## config.mk

```make
export PLATFORM = sky130hd
export DESIGN_NAME = sap_controller
export DESIGN_NICKNAME = d
export VERILOG_FILES = /design/src/rtl/sap_pkg.sv /design/src/rtl/sap_if.sv /design/src/rtl/sap_ring_counter.sv /design/src/rtl/sap_controller.sv
export SDC_FILE = /design/constraint.sdc
export NUM_CORES = 1
export LEC_CHECK = 0
export CORE_AREA = 2 2 39 41
export CTS_CLUSTER_SIZE = 12
export DETAILED_ROUTE_END_ITERATION = 8
export DIE_AREA = 0 0 41 43
export PLACE_DENSITY = 0.82
export RECOVER_POWER = 100
export SYNTH_ARGS = -nofsm -noshare
export SYNTH_HDL_FRONTEND = slang
export SYNTH_SLANG_ARGS = --single-unit
```

## constraint.sdc

```tcl
create_clock -name clock -period 1.6 [get_ports clock]
set_input_delay 0.32 -clock clock [delete_from_list [all_inputs] [get_ports clock]]
set_output_delay 0.32 -clock clock [all_outputs]
set_load 0.01 [all_outputs]
```

## src/rtl/sap_pkg.sv

```systemverilog
// sap_pkg: opcodes, T-state encoding and control-word bit positions for the SAP sequencer
package sap_pkg;
  localparam logic [3:0] OP_LDA = 4'b0000;
  localparam logic [3:0] OP_ADD = 4'b0001;
  localparam logic [3:0] OP_SUB = 4'b0010;
  localparam logic [3:0] OP_STA = 4'b0011;
  localparam logic [3:0] OP_OUT = 4'b1110;
  localparam logic [3:0] OP_HLT = 4'b1111;
  // State code doubles as the visible t_state value, so HALT must be 0
  localparam logic [2:0] ST_HALT = 3'd0;
  localparam logic [2:0] ST_T1 = 3'd1;
  localparam logic [2:0] ST_T2 = 3'd2;
  localparam logic [2:0] ST_T3 = 3'd3;
  localparam logic [2:0] ST_T4 = 3'd4;
  localparam logic [2:0] ST_T5 = 3'd5;
  localparam logic [2:0] ST_T6 = 3'd6;
  localparam int CW_W = 13;
  localparam int CW_PC_INC = 0;
  localparam int CW_PC_OUT = 1;
  localparam int CW_MAR_IN = 2;
  localparam int CW_RAM_OUT = 3;
  localparam int CW_RAM_IN = 4;
  localparam int CW_IR_IN = 5;
  localparam int CW_IR_OUT = 6;
  localparam int CW_A_IN = 7;
  localparam int CW_A_OUT = 8;
  localparam int CW_B_IN = 9;
  localparam int CW_ALU_SUB = 10;
  localparam int CW_ALU_OUT = 11;
  localparam int CW_OUT_IN = 12;
  typedef logic [CW_W-1:0] cw_t;
  function automatic cw_t bit_of(input int i);
    bit_of = cw_t'(1) << i;
  endfunction
endpackage

```

## src/rtl/sap_if.sv

```systemverilog
// sap_if: link between the instruction decode and the T-state register
interface sap_if;
  logic run;
  logic last;
  logic hlt;
  logic [2:0] state;
  modport master(output run, last, hlt, input state);
  modport slave(input run, last, hlt, output state);
endinterface

```

## src/rtl/sap_ring_counter.sv

```systemverilog
// sap_ring_counter: T-state register with freeze, early return to T1 and halt entry
module sap_ring_counter
  import sap_pkg::*;
(
  input logic clock,
  input logic reset,
  sap_if.slave seq
);
  logic [2:0] state_q, state_d;
  always_comb
    state_d = reset ? ST_T1
            : (!seq.run || state_q == ST_HALT) ? state_q
            : seq.hlt ? ST_HALT
            : seq.last ? ST_T1
            : state_q + 3'd1;
  always_ff @(posedge clock) state_q <= state_d;
  assign seq.state = state_q;
endmodule

```

## src/rtl/sap_controller.sv

```systemverilog
// sap_controller: SAP-1 micro-sequencer; define SAP_STA_EN to decode opcode 0011 as STA
module sap_controller
  import sap_pkg::*;
#(
  parameter int SKIP_IDLE_T = 0
) (
  input  logic       clock,
  input  logic       reset,
  input  logic       run,
  input  logic [3:0] opcode,
  output logic       pc_inc,
  output logic       pc_out,
  output logic       mar_in,
  output logic       ram_out,
  output logic       ram_in,
  output logic       ir_in,
  output logic       ir_out,
  output logic       a_in,
  output logic       a_out,
  output logic       b_in,
  output logic       alu_sub,
  output logic       alu_out,
  output logic       out_in,
  output logic [2:0] t_state,
  output logic       halted,
  output logic       instr_done
);
`ifdef SAP_STA_EN
  localparam logic STA_EN = 1'b1;
`else
  localparam logic STA_EN = 1'b0;
`endif
  sap_if seq();
  logic [2:0] state;
  logic is_lda, is_add, is_sub, is_sta, is_out, is_hlt, is_nop, alu_op, mem_op, skip_last, last;
  cw_t cw, ctrl;
  assign state = seq.state;
  assign is_lda = opcode == OP_LDA;
  assign is_add = opcode == OP_ADD;
  assign is_sub = opcode == OP_SUB;
  assign is_sta = STA_EN && opcode == OP_STA;
  assign is_out = opcode == OP_OUT;
  assign is_hlt = opcode == OP_HLT;
  assign alu_op = is_add | is_sub;
  assign mem_op = is_lda | alu_op | is_sta;
  assign is_nop = !(mem_op | is_out | is_hlt);
  assign skip_last = (state == ST_T5 && (is_lda || is_sta)) || (state == ST_T4 && (is_out || is_nop));
  assign last = state == ST_T6 || (SKIP_IDLE_T != 0 && skip_last);
  assign seq.run = run;
  assign seq.last = last;
  assign seq.hlt = state == ST_T4 && is_hlt;
  sap_ring_counter u_ring (.clock(clock), .reset(reset), .seq(seq));
  always_comb begin
    cw = '0;
    case (state)
      ST_T1: cw = bit_of(CW_PC_OUT) | bit_of(CW_MAR_IN);
      ST_T2: cw = bit_of(CW_PC_INC);
      ST_T3: cw = bit_of(CW_RAM_OUT) | bit_of(CW_IR_IN);
      ST_T4: cw = mem_op ? bit_of(CW_IR_OUT) | bit_of(CW_MAR_IN)
                : is_out ? bit_of(CW_A_OUT) | bit_of(CW_OUT_IN) : '0;
      ST_T5: cw = is_lda ? bit_of(CW_RAM_OUT) | bit_of(CW_A_IN)
                : alu_op ? bit_of(CW_RAM_OUT) | bit_of(CW_B_IN) | (is_sub ? bit_of(CW_ALU_SUB) : '0)
                : is_sta ? bit_of(CW_A_OUT) | bit_of(CW_RAM_IN) : '0;
      ST_T6: cw = alu_op ? bit_of(CW_ALU_OUT) | bit_of(CW_A_IN) | (is_sub ? bit_of(CW_ALU_SUB) : '0) : '0;
      default: cw = '0;
    endcase
  end
  assign ctrl = (reset || !run) ? '0 : cw;
  assign pc_inc = ctrl[CW_PC_INC];
  assign pc_out = ctrl[CW_PC_OUT];
  assign mar_in = ctrl[CW_MAR_IN];
  assign ram_out = ctrl[CW_RAM_OUT];
  assign ram_in = ctrl[CW_RAM_IN];
  assign ir_in = ctrl[CW_IR_IN];
  assign ir_out = ctrl[CW_IR_OUT];
  assign a_in = ctrl[CW_A_IN];
  assign a_out = ctrl[CW_A_OUT];
  assign b_in = ctrl[CW_B_IN];
  assign alu_sub = ctrl[CW_ALU_SUB];
  assign alu_out = ctrl[CW_ALU_OUT];
  assign out_in = ctrl[CW_OUT_IN];
  assign t_state = state;
  assign halted = !reset && state == ST_HALT;
  assign instr_done = !reset && run && (last || seq.hlt);
endmodule

```

==> metrics.md <==
| Metric | Value |
|---|---|
| Status | finished with violations |
| Failing checks | negative setup slack |
| Antenna Nets Post-Route | 0 |
| WP data required | 1.28 ns |
| Total GRT Usage | 0.196 |
| Grt ovf | 0 |
| Area Growth Syn to Fin | 97.5% |
| Layout cells sized above 1 | 0.629 |
| Power Density | 473 nW/um^2 |
| Min setup slack post-route | -0.0368 ns |
| Hold crit path type | input port to flip-flop |
| Global-route wire length before repair | 2400 um |
| Syn Nets | 68 |
| CP startpoint kind | flip-flop |
| CP Launch Point | u_ring.seq.state[1]$_SDFFE_PP0N_ |
| CP Capture Type | primary output |
| Hold endpoint | u_ring.seq.state[1]$_SDFFE_PP0N_ |
| Sequential area share after synthesis | 0.134 |
| Async S/R FF share, synth | 0 |
| RSZ-0062 raised after global routing | true |
| Routed WL per cell | 13.8 um |
| Initial core utilization | 0.325 |
| Remaining routing DRC violations | 0 |
| Initial antenna violation count | 0 |
| Hpwl dp | 1050 um |
| Ports | 25 |
| Worst-path clk slew | 0.03 ns |
| Max_cap viols | 0 |
| Worst reg2reg path startpoint | u_ring.seq.state[1]$_SDFFE_PP0N_ |
| Largest register FFs | 3 |
| Placer Congestion | 0.847 |
| H-tree depth | 1 |
| R2r worst-path depth | 6 |
| Port bufs | 23 |
| Critical Setup Path Class | flip-flop to primary output |
| Net count, final | 114 |
| CTS Sinks | 3 |
| Worst-path maximum fanout | 6 |
| Crit path DAT | 1.32 ns |
| CP max stage delay | 0.36 ns |
| Clock Tree Buf Depth | 2 |
| Synth Instances | 60 |
| Syn_area_per_cell | 7.49 sq um |
| Dpl ws | -0.794 ns |
| Hold depth | 2 |
| Tcrit/Tclk final | 1.02 |
| Clk_skew | 0.0106 ns |
| Die Ht | 43 um |
| Die Area | 1760 sq um |
| Synth unique cells | 30 |
| Commonest cells in the synthesized netlist | 8 x a21oi_1, 6 x nand2_1, 4 x nor3_1 |
| VDD IR max | 0.562 mV |
| Yosys top cell area share | 0.134 |
| Vias | 618 |
| Dominant cell type by area after synthesis | dfxtp_1 |
| Hold bufs inserted after CTS | 0 |
| CTS tree | yes |
| Initial DRC Count | 3 |
| Row Count | 14 |
| Final Hold Violating Endpoints | 0 |
| Cells along the critical path | nand3b_1 -> nor4_4 -> o21ba_1 -> buf_2 |
| Syn. warnings | 0 |
| Hold path start | reset |
| Slowest CP cell | dfxtp_4 |
| Most common cell in the synthesized netlist | a21oi_1 |
| Pin count of the biggest net entering global routing | 7 |
| Total power | 420 uW |
| F_max | 611 MHz |
| Leakage | 0.000439 uW |
| Number of global-route vias before repair | 567 |
| Clock Latency Late Sink | 0.23 ns |
| Via density | 5.11 |
| Max Slew Vio Count | 0 |
| Reg-to-reg endpoint | u_ring.seq.state[2]$_SDFFE_PP0N_ |
| Root buffer cell | clkbuf_4 |
| Drt total wl | 1670 um |
| Core area | 1380 sq um |
| Final min period | 1.64 ns |
| Chip width | 41 um |
| Synthesized area | 449 sq um |
| Filler Cell Count | 122 |
| Yosys reg bits | 3 |
| Largest delay contributor family on the critical path | simple AND/OR/NAND/NOR gates |
| Ant diodes | 0 |
| Final setup violation count | 5 |
| Top FF cell, synth | dfxtp_1 |
| DRT Pass-1 Iters | 4 |
| R2r setup slk | 0.14 ns |
| CTS buffer count | 3 |
| Synth top area cells | dfxtp_1 13%, a21oi_1 8.9%, nand2b_4 6.1% |
| CP bufs+invs | 1 |
| Number of flops mapped to enable cells by yosys | 0 |
timing repair:
item,4_1_cts,5_1_grt
gates resized for setup,94,13
setup endpoints to repair,17,16
pin swaps,11,7
setup buffers,6,2
endpoints found under the hold margin,0,0
final cells by class:
class	instances	area, sq um	share of cell area
multi-input cells	50	437	0.492
repair buffers	46	325	0.367
flip-flops and latches	3	71.3	0.0804
clock buffers	4	26.3	0.0296
well taps	16	20.0	0.0226
inverters	2	7.51	0.00846
stage by stage:
stage | hold WS, ns | util | TNS (ns) | cells | instance area (sq um)
global route | 0.365 | 0.641 | -0.592 | 121 | 887
floorplan | 0.389 | - | 0 | 60 | 449
global placement | 0.656 | 0.563 | -9.17 | 109 | 779
CTS | 0.440 | 0.627 | -0.114 | 119 | 867
detailed placement | 0.669 | 0.563 | -9.39 | 109 | 779
finish | 0.342 | 0.641 | -0.131 | 121 | 887
cells in the final DEF (no fill, tap or decap), types with 2 or more instances in the layout:
cell type | synthesis | layout
nor4b_2 | 1 | 2
clkdlybuf4s25_1 | 0 | 2
a21oi_1 | 8 | 6
dfxtp_4 | 0 | 3
and2_4 | 0 | 2
buf_4 | 3 | 21
clkbuf_1 | 0 | 3
nand2b_4 | 2 | 3
or3_1 | 2 | 2
nand2_1 | 6 | 5
clkbuf_4 | 0 | 3
buf_6 | 0 | 2
nor3b_2 | 0 | 3
nor2b_1 | 2 | 2
a21oi_2 | 0 | 2
buf_2 | 2 | 14
nand3b_1 | 2 | 2
nor3_1 | 4 | 2
metal layers:
metal / routed length (um) / GRT usage / vias to the layer above
met2: 888 / 0.350 / 16
met4: 0 / 0.0200 / 0
li1: - / - / 305
met1: 720 / 0.230 / 297
met3: 64 / 0.0471 / 0
met5: 0 / 0 / -
worst max-delay path by stage:
stage | end | slack [ns] | depth (start not counted)
after floorplan | out_in | 0.02 | 4
after global placement | ram_out | -0.77 | 6
after detailed placement | ram_out | -0.79 | 6
after CTS | instr_done | -0.03 | 4
after global routing | ram_out | -0.11 | 6
final | instr_done | -0.04 | 4
cells by family after synthesis:
logic type,synth area share
simple gates,0.487
compound gates,0.215
buf+inv,0.0891
flops,0.134
xor+xnor,0.0390
fa+ha+maj,0.0279
other cells,0.00835
report_power, final:
part | switching (uW) | internal [uW] | total, uW | leakage (uW)
Sequential | 10.8 | 79.8 | 90.6 | 0.0000264
Combinational | 91.5 | 103 | 195 | 0.000398
Clock | 40.8 | 93.5 | 134 | 0.0000150
No activity file was read; power rests on OpenSTA's default activity.
